<file path="src/rtl/deck_dealer.sv">
// ============================================================================
// deck_dealer
// ----------------------------------------------------------------------------
// Sequences the card shuffler and serves dealt cards to the blackjack
// datapath. A shuffle is started, the 52 cards the shuffler streams back are
// buffered, and draw requests from the player and dealer paths are
// arbitrated round-robin. Each dealt card comes with its blackjack points.
// A reshuffle is requested automatically when the deck empties, or at a hand
// boundary when the deck has run low.
//
// Optional feature (macro HILO_COUNT_EN):
//   adds hilo_count [6:0], a two's complement running hi-lo count of dealt
//   cards, cleared at every shuffle.
//
// Ports:
//   clk, rst            clock (posedge), asynchronous active-high reset
//   start, seed_in      begin the first shuffle with the given base seed
//   shuf_start          level to shuffler, high through SHUF and LOAD
//   shuf_seed           seed presented to the shuffler
//   ld_valid, ld_card   card stream from the shuffler
//   req_p, req_d        player / dealer draw requests (level)
//   ack_p, ack_d        one-cycle grants; card_out/card_pts valid with them
//   card_out, card_pts  dealt card id and its point value
//   remaining           undealt cards in the buffer
//   ready               deck available (READY/ACK)
//   new_hand            hand boundary pulse, triggers the low-deck check
//   load_err            sticky load failure (timeout or bad card id)
// ============================================================================
module deck_dealer #(
    parameter int DECK_SIZE     = 52,
    parameter int RESHUF_THRESH = 15,
    parameter int LOAD_TIMEOUT  = 64
) (
    input  logic       clk,
    input  logic       rst,
    input  logic       start,
    input  logic [5:0] seed_in,
    output logic       shuf_start,
    output logic [5:0] shuf_seed,
    input  logic       ld_valid,
    input  logic [5:0] ld_card,
    input  logic       req_p,
    input  logic       req_d,
    output logic       ack_p,
    output logic       ack_d,
    output logic [5:0] card_out,
    output logic [3:0] card_pts,
    output logic [5:0] remaining,
    output logic       ready,
    input  logic       new_hand,
`ifdef HILO_COUNT_EN
    output logic [6:0] hilo_count,
`endif
    output logic       load_err
);

    localparam int TW = $clog2(LOAD_TIMEOUT + 1);

    typedef enum logic [2:0] {IDLE, SHUF, LOAD, READY, ACK} state_t;

    state_t        state_reg;
    logic [5:0]    deck_mem [DECK_SIZE];
    logic [5:0]    wr_ptr_reg;
    logic [5:0]    rd_ptr_reg;
    logic [TW-1:0] idle_cnt_reg;   // LOAD cycles since the last ld_valid
    logic          rr_dealer_reg;  // 1 = dealer was served last

    // Blackjack points of a card id: rank 0 is the ace.
    function automatic logic [3:0] card_points(input logic [5:0] id);
        logic [5:0] r;
        r = id % 6'd13;
        if (r == 6'd0)      return 4'd1;
        else if (r <= 6'd9) return 4'(r) + 4'd1;
        else                return 4'd10;
    endfunction

    // The buffer is dealt as a stack: the last card loaded is the first card
    // dealt. rd_ptr counts cards dealt from the top.
    logic [5:0] rd_addr;
    logic [5:0] rd_card;
    logic [3:0] rd_pts;
    assign rd_addr = 6'(DECK_SIZE - 1) - rd_ptr_reg;
    assign rd_card = deck_mem[rd_addr];
    assign rd_pts  = card_points(rd_card);

    // Round-robin: on a tie the side not served last wins.
    logic grant_p, grant_d;
    assign grant_p = req_p && (!req_d || rr_dealer_reg);
    assign grant_d = req_d && (!req_p || !rr_dealer_reg);

    logic ld_bad;
    assign ld_bad = ld_card >= 6'(DECK_SIZE);

    // Card buffer; only valid ids reach it.
    always_ff @(posedge clk) begin
        if (state_reg == LOAD && ld_valid && !ld_bad)
            deck_mem[wr_ptr_reg] <= ld_card;
    end

    always_ff @(posedge clk or posedge rst) begin
        if (rst) begin
            state_reg     <= IDLE;
            shuf_start    <= 1'b0;
            shuf_seed     <= 6'd0;
            ack_p         <= 1'b0;
            ack_d         <= 1'b0;
            card_out      <= 6'd0;
            card_pts      <= 4'd0;
            remaining     <= 6'd0;
            ready         <= 1'b0;
            load_err      <= 1'b0;
            wr_ptr_reg    <= 6'd0;
            rd_ptr_reg    <= 6'd0;
            idle_cnt_reg  <= '0;
            rr_dealer_reg <= 1'b1;
`ifdef HILO_COUNT_EN
            hilo_count    <= 7'd0;
`endif
        end else begin
            case (state_reg)
                IDLE: begin
                    if (start) begin
                        shuf_seed    <= seed_in;
                        load_err     <= 1'b0;
                        idle_cnt_reg <= '0;
                        shuf_start   <= 1'b1;
                        state_reg    <= SHUF;
                    end
                end
                SHUF: begin
                    wr_ptr_reg   <= 6'd0;
                    remaining    <= 6'd0;
                    idle_cnt_reg <= '0;
`ifdef HILO_COUNT_EN
                    hilo_count   <= 7'd0;
`endif
                    state_reg    <= LOAD;
                end
                LOAD: begin
                    if (ld_valid && ld_bad) begin
                        load_err   <= 1'b1;
                        shuf_start <= 1'b0;
                        state_reg  <= IDLE;
                    end else if (ld_valid) begin
                        wr_ptr_reg   <= wr_ptr_reg + 6'd1;
                        idle_cnt_reg <= '0;
                        if (wr_ptr_reg == 6'(DECK_SIZE - 1)) begin
                            shuf_start <= 1'b0;
                            rd_ptr_reg <= 6'd0;
                            remaining  <= 6'(DECK_SIZE);
                            ready      <= 1'b1;
                            state_reg  <= READY;
                        end
                    end else if (idle_cnt_reg == TW'(LOAD_TIMEOUT - 1)) begin
                        load_err   <= 1'b1;
                        shuf_start <= 1'b0;
                        state_reg  <= IDLE;
                    end else begin
                        idle_cnt_reg <= idle_cnt_reg + 1'b1;
                    end
                end
                READY: begin
                    // Priority: empty deck, then grant, then new_hand check.
                    if (remaining == 6'd0) begin
                        shuf_seed  <= shuf_seed + 6'd1;
                        shuf_start <= 1'b1;
                        ready      <= 1'b0;
                        state_reg  <= SHUF;
                    end else if (grant_p || grant_d) begin
                        card_out      <= rd_card;
                        card_pts      <= rd_pts;
                        rd_ptr_reg    <= rd_ptr_reg + 6'd1;
                        remaining     <= remaining - 6'd1;
                        ack_p         <= grant_p;
                        ack_d         <= grant_d;
                        rr_dealer_reg <= grant_d;
`ifdef HILO_COUNT_EN
                        if (rd_pts >= 4'd2 && rd_pts <= 4'd6)
                            hilo_count <= hilo_count + 7'd1;
                        else if (rd_pts == 4'd10 || rd_pts == 4'd1)
                            hilo_count <= hilo_count - 7'd1;
`endif
                        state_reg     <= ACK;
                    end else if (new_hand && remaining < 6'(RESHUF_THRESH)) begin
                        shuf_seed  <= shuf_seed + 6'd1;
                        shuf_start <= 1'b1;
                        ready      <= 1'b0;
                        state_reg  <= SHUF;
                    end
                end
                ACK: begin
                    ack_p     <= 1'b0;
                    ack_d     <= 1'b0;
                    state_reg <= READY;
                end
                default: state_reg <= IDLE;
            endcase
        end
    end

endmodule

</file>
<file path="config.mk">
export PLATFORM = sky130hd
export DESIGN_NAME = deck_dealer
export DESIGN_NICKNAME = d
export VERILOG_FILES = /design/src/rtl/deck_dealer.sv
export SDC_FILE = /design/constraint.sdc
export NUM_CORES = 1
export LEC_CHECK = 0
export ABC_AREA = 1
export BUFFER_PORTS_ARGS = -buffer_cell sky130_fd_sc_hd__clkbuf_2
export CAP_MARGIN = 20
export CORE_MARGIN = 1.5
export CORE_UTILIZATION = 40
export DETAILED_ROUTE_END_ITERATION = 10
export GPL_TIMING_DRIVEN = 0
export PLACE_DENSITY = 0.56
export RECOVER_POWER = 100
export SLEW_MARGIN = 10
export SYNTH_ARGS = -nofsm -noshare
export SYNTH_HDL_FRONTEND = slang
export SYNTH_SLANG_ARGS = --single-unit
</file>
<file path="constraint.sdc">
create_clock -name clk -period 11.11 [get_ports clk]
set_input_delay 2.222 -clock clk [delete_from_list [all_inputs] [get_ports clk]]
set_output_delay 2.222 -clock clk [all_outputs]
set_load 0.05 [all_outputs]
</file>
==> results of run 1 <==
-- cells in the mapped netlist, drive strengths merged (2+ instances only) --
cell type and count:
o22ai 12, o211ai 9, clkbuf 10, nor2 164, nand4 11, ha 14
nand2 420, o2111ai 2, dfrtp 49, a31oi 3, nand3 155, nor3b 2
a21boi 3, nand3b 2, o21ai 91, buf 54, inv 74, xor2 6
a21oi 62, nor4 3, a211oi 5, edfxtp 312, xnor2 3, o221ai 4
nor3 14, or2 3
-- worst reg2reg max path: cells and delay by family (launching register included) --
| kind | cells | cell delay (ns) |
|---|---|---|
| and+or+nand+nor | 25 | 2.65 |
| adders and majority gates | 4 | 0.75 |
| AOI/OAI and AO/OA | 1 | 0.50 |
| DFF | 1 | 0.42 |
| buffers and inverters | 8 | 3.28 |
-- cell families after synthesis --
group / Yosys count
compound gates: 197
buf+inv: 139
fa+ha+maj: 14
simple gates: 775
flops: 362
xor+xnor: 9
-- metal layers --
metal / routed length [um] / vias up / global-route usage
met1: 21240 / 5583 / 0.3328
met5: 0 / - / 0
met3: 3829 / 87 / 0.04735
met4: 1515 / 0 / 0.08413
li1: - / 5387 / -
met2: 21650 / 506 / 0.3680
-- stage by stage --
step	instances	cell area (sq um)	hold slack [ns]	utilization
6_report	2140	18020	0.4857	0.4621
5_1_grt	2140	18020	0.5107	0.4621
4_1_cts	2139	18190	0.4868	0.4663
3_5_place_dp	2065	16950	0.4711	0.4345
3_3_place_gp	2059	16810	0.4649	0.4311
2_1_floorplan	1496	15940	0.4496	-
-- layout by cell type, fill, tap and decap left out, types with 12 or more instances in the layout --
master       n
ha_1        14
nor2_1     159
dfrtp_1     49
inv_1       68
clkbuf_1    66
edfxtp_1   312
clkbuf_16   40
o21ai_1     21
buf_2       26
nor3_1      14
o22ai_1     12
o21ai_0     69
nand3_1    155
a21oi_1     60
nand2_1    408
-- worst paths after layout --
| path | start | to | cells past startpoint |
|---|---|---|---|
| max reg2reg | rd_ptr_reg[2]$_DFFE_PP0P_ | card_pts[3]$_DFFE_PP0P_ | 38 |
| min | card_pts[3]$_DFFE_PP0P_ | card_pts[3]$_DFFE_PP0P_ | 2 |
| max | rd_ptr_reg[2]$_DFFE_PP0P_ | card_pts[3]$_DFFE_PP0P_ | 38 |
| max in group asynchronous | rst | card_out[2]$_DFFE_PP0P_ | 3 |
| min reg2reg | card_pts[3]$_DFFE_PP0P_ | card_pts[3]$_DFFE_PP0P_ | 2 |
| min in group asynchronous | rst | shuf_seed[0]$_DFFE_PP0P_ | 2 |
-- cell type report --
cell class | count | area share
plain buffers | 64 | 0.02200
clock buffers | 50 | 0.05817
clock inverters | 24 | 0.01062
inverters | 75 | 0.01590
multi-input cells | 995 | 0.2565
flip-flops and latches | 362 | 0.5893
well taps | 518 | 0.03596
repair buffers | 52 | 0.01159
==> impl_metrics.tcl, run 1 <==
set metrics [dict create \
    status "complete, but fails checks" \
    syn_to_final_growth_pct 13.07 \
    synth_xor_area_frac 0.005416 \
    syn_inst 1496 \
    clk-insertion-delay-late_ns 0.59 \
    num_rows 72 \
    largest_reg_flops 312 \
    setup_slack_ns 3.411 \
    finClkSkew_ns 0.03579 \
    ioPinCount 46 \
    cpMostUsedCell "nand2_1" \
    coreArea_sq_um 39010 \
    period_needed_ns 7.699 \
    grt_pass1_vias 11100 \
    n_fill_cell 3648 \
    path_delay_family "buffers and inverters" \
    synthMuxAreaShare 0 \
    post-route-period-util 0.6930 \
    portBuffers 45 \
    synth_top_area_frac 0.5877 \
    synth_top_family_by_area "simple AND/OR/NAND/NOR gates" \
    cpMaxStageDelayCell "clkbuf_1" \
    fmax_ghz 0.1299 \
    num_vias 11563 \
    regArea_sq_um 10620 \
    place.gp.congestion 0.8973 \
    synth_cell_types 51 \
    required_ns 11.56 \
    synth-compound-area-share 0.06899 \
    setup.worst_path.start_class "flop" \
    violations "capacitance limit, slew limit" \
    yosysSeqAreaShare 0.6663 \
    synthesis.nets 1529 \
    rsz0062_at_grt "no" \
    die_y_um 202.6 \
    ys_ff_latch 362 \
    cts_sinks 362 \
    end_kind "flop" \
    postCtsHoldBufs 0 \
    drive_above_1_share 0.09001 \
    yosys.area_share.adder 0.01099 \
    yosysWarnings 0 \
    synth-simple-area-share 0.2049 \
    ant_nets 0 \
    slowest_delay_ns 0.73 \
    die-area_sq_um 41060 \
    async_flop_share 0.1381 \
    hold_viol 0 \
    pre_cts_ws_ns 5.119 \
    critical_path_arrival_ns 8.15 \
    first_iter_violations 1175 \
    timing.setup.tns_ns 0 \
    dp_hpwl_mm 32.86 \
    hold_path.class "flop to flop" \
    synth_flop_cell "edfxtp_1" \
    drc_errors 0 \
    yosysTopAreaCell "edfxtp_1" \
    initial_core_util 0.4087 \
    grt_max_degree 53 \
    antennaDiodeCount 0 \
    worstPathMaxFanout 10 \
    drv_cap 6 \
    drt_wl_total_mm 48.23 \
    nets 1623 \
    worst_pin_slew_ns 1.983 \
    antenna_found_initial 1 \
    fp.dieW_um 202.6 \
    via_per_inst 5.403 \
    cts_root_buffer "clkbuf_16" \
    crit_type "flop to flop" \
    final_max_slew_viol_count 209 \
    synthTopCellsByArea "edfxtp_1, nand2_1, dfrtp_1, nand3_1, nor2_1" \
    track_usage 0.2375 \
    multi_input_area_sq_um 4623 \
    wl_per_cell_um 22.54 \
    crit_buf_inv 8 \
    htreeDepth 2 \
    ctsResizeCount 0 \
    grt_pass1_wl_mm 71.38 \
    syn_area_sq_um 15940 \
    r2r_setup_slack_ns 3.41 \
    cts_tree "done" \
    cts_buffers 40 \
    max_slew_margin -0.3218 \
    firstDrtPassIters 5 \
    grt-ovfl-total 0 \
    cts_buffer_depth 3 \
    setup_viol 0 \
    synth_edf_count 312 \
    cts_setup_buffers 0 \
    cts.reportedPaths.clkPinSlew_ns 0.06 \
    synth.avg_cell_area_sq_um 10.66 \
]
Power of run 1 is left out: the tool's default activity adds up to more than one toggle a clock period on the data nets, which glitch-free logic cannot reach.
==> inputs of run 2 (changes only) <==
Settings changed: ABC_AREA 1 to 0.
Clock period 11.11 ns to 7.5 ns, I/O delays scaled along.
==> impl_metrics.tcl, run 2 <==
set metrics [dict create \
    status "complete, but fails checks" \
    violations "capacitance limit, slew limit" \
    syn_area_sq_um 15830 \
    drive_above_1_share 0.1757 \
    slowest_delay_ns 0.52 \
    wl_met1_mm 18.62 \
    synthTopCellsByArea "edfxtp_1, mux4_2, dfrtp_1, mux2i_1, nor2_1" \
    setup.worst_path.start_class "flop" \
    pre_cts_ws_ns -0.4784 \
    fp.dieW_um 201.9 \
    drc_errors 0 \
    antennaDiodeCount 0 \
    cts.reportedPaths.clkPinSlew_ns 0.06 \
    largest_reg_flops 312 \
    die_y_um 201.9 \
    synth_edf_count 312 \
    max_slew_margin -0.2948 \
    r2r_setup_slack_ns 0.41 \
    final_max_slew_viol_count 116 \
    nets 1169 \
    place.gp.congestion 0.8536 \
    critical_path_arrival_ns 7.53 \
    firstDrtPassIters 5 \
    wl_met3_mm 2.353 \
    dp_hpwl_mm 26.62 \
    clk-insertion-delay-late_ns 0.56 \
    ant_nets 0 \
    synthTopCellsByCount "edfxtp_1, nor2_1, nand2_1, mux4_2, mux2i_1" \
    antenna_found_initial 0 \
    period_needed_ns 7.089 \
    portBuffers 45 \
    path_delay_family "compound AO/OA/AOI/OAI gates" \
    hold_viol 0 \
    required_ns 7.94 \
    layout_common_cells "edfxtp_1, nor2_1, nand2_1" \
    yosysTopAreaCell "edfxtp_1" \
    syn_inst 1039 \
    ys_ff_latch 362 \
    rsz0062_at_grt "no" \
    crit-reg2reg-capture "card_pts[1]$_DFFE_PP0P_" \
    crit_type "flop to flop" \
    drv_cap 3 \
    setup_viol 0 \
    ioPinCount 46 \
    grt_pass1_wl_mm 61.33 \
    yosysSeqAreaShare 0.6711 \
    postCtsHoldBufs 0 \
    synth.avg_cell_area_sq_um 15.23 \
    cpMaxStageDelayCell "mux4_2" \
    end_kind "flop" \
    finClkSkew_ns 0.01152 \
    wl_met2_mm 18.93 \
    min-delay-start "rr_dealer_reg$_DFFE_PP1P_" \
    async_flop_share 0.1381 \
    grt-ovfl-total 0 \
    cts_root_buffer "clkbuf_16" \
    cts_sinks 362 \
    yosysMostFrequentCell "edfxtp_1" \
    initial_core_util 0.4076 \
    first_iter_violations 766 \
    htreeDepth 2 \
    yosysWarnings 0 \
    r2r-start "rd_ptr_reg[2]$_DFFE_PP0P_" \
    synth_top_area_frac 0.5919 \
    num_rows 72 \
    syn_to_final_growth_pct 14.00 \
    grt_max_degree 54 \
    post-route-period-util 0.9452 \
    num_vias 9522 \
    crit_buf_inv 5 \
    coreArea_sq_um 38830 \
    r2r_cells 28 \
    grt_pass1_vias 9367 \
    cts_buffers 41 \
    synthesis.nets 1072 \
    timing.hold.ws_ns 0.4657 \
    setup_slack_ns 0.4112 \
    hold_path.class "flop to flop" \
    drt_wl_total_mm 41.15 \
    synth_flop_cell "edfxtp_1" \
    die-area_sq_um 40770 \
    min_path_cells 2 \
    worstPathMaxFanout 10 \
    worst_pin_slew_ns 1.942 \
    n_fill_cell 3420 \
    final_common_cell "edfxtp_1" \
    whs_endpoint "rr_dealer_reg$_DFFE_PP1P_" \
    via_per_inst 5.651 \
    synth_cell_types 78 \
    highest_layer "met4" \
    track_usage 0.2045 \
    cts_buffer_depth 3 \
    cts_tree "done" \
    wl_per_cell_um 24.42 \
    fmax_ghz 0.1411 \
]
[run 2: cell count changes after synthesis, moves of 20 or more]
cell	previous run	this run
nand2_1	408	75
mux2i_1	0	53
buf_2	30	10
nor2_1	159	94
inv_1	66	18
o21ai_0	69	41
nand3_1	154	20
mux4_2	0	61
a21oi_1	60	36
[run 2: metal layers]
metal	global-route usage	up-vias
met1	0.2941	4912
met4	0.06477	0
met3	0.03354	76
met2	0.3185	294
met5	0	-
li1	-	4240
[run 2: logic make-up after synthesis]
logic type                 Yosys count  share of synthesized area
xor gates and xnor gates            18                    0.01044
and+or+nand+nor                    275                    0.08119
muxes                              119                     0.1243
DFF                                362                     0.6711
AOI/OAI and AO/OA                  172                    0.07557
buffers and inverters               78                    0.02569
adders and majority gates           15                    0.01170
[run 2: layout make-up]
| class | instances | area, sq um | area share |
|---|---|---|---|
| Multi-Input combinational cell | 599 | 4843 | 0.2684 |
| Timing Repair Buffer | 55 | 231.5 | 0.01283 |
| Sequential cell | 362 | 10620 | 0.5887 |
| Clock inverter | 26 | 216.5 | 0.01200 |
| Clock buffer | 48 | 1062 | 0.05887 |
| Inverter | 21 | 81.33 | 0.004507 |
| Tap cell | 518 | 648.1 | 0.03592 |
| Buffer | 56 | 339.1 | 0.01879 |
[run 2: how the worst max path moves through the flow]
| stage | start | end | slack (ns) | cells after the start |
|---|---|---|---|---|
| final | rd_ptr_reg[2]$_DFFE_PP0P_ | card_pts[1]$_DFFE_PP0P_ | 0.41 | 28 |
| after global routing | rd_ptr_reg[2]$_DFFE_PP0P_ | card_pts[1]$_DFFE_PP0P_ | 0.004 | 30 |
| after detailed placement | rd_ptr_reg[2]$_DFFE_PP0P_ | card_pts[1]$_DFFE_PP0P_ | -0.48 | 30 |
| after CTS | rd_ptr_reg[2]$_DFFE_PP0P_ | card_pts[1]$_DFFE_PP0P_ | 0.02 | 29 |
| after floorplan | rd_ptr_reg[2]$_DFFE_PP0P_ | card_pts[1]$_DFFE_PP0P_ | 1.35 | 30 |
| after global placement | rd_ptr_reg[2]$_DFFE_PP0P_ | card_pts[1]$_DFFE_PP0P_ | -0.39 | 30 |
[run 2: stage by stage]
step                      utilization  instances  cell area, sq um  setup TNS, ns
after detailed placement       0.4307       1603             16720         -1.359
after floorplan                     -       1039             15830              0
after global placement         0.4301       1602             16700         -1.028
after global routing           0.4647       1685             18040              0
final                          0.4647       1685             18040              0
after CTS                      0.4640       1676             18010              0
[run 2: timing repair]
item / in CTS / in global routing
resized for setup: 6 / 16
pin swaps: 0 / 3
buffers inserted: 0 / 3
setup endpoints to repair: 4 / 4
[run 2: worst min-delay path, cell delays in order, from the launching register on]
cell     delay [ns]
dfstp_2        0.37
nand2_1        0.05
nand2_1        0.05
Power of run 2 is left out for the same reason.
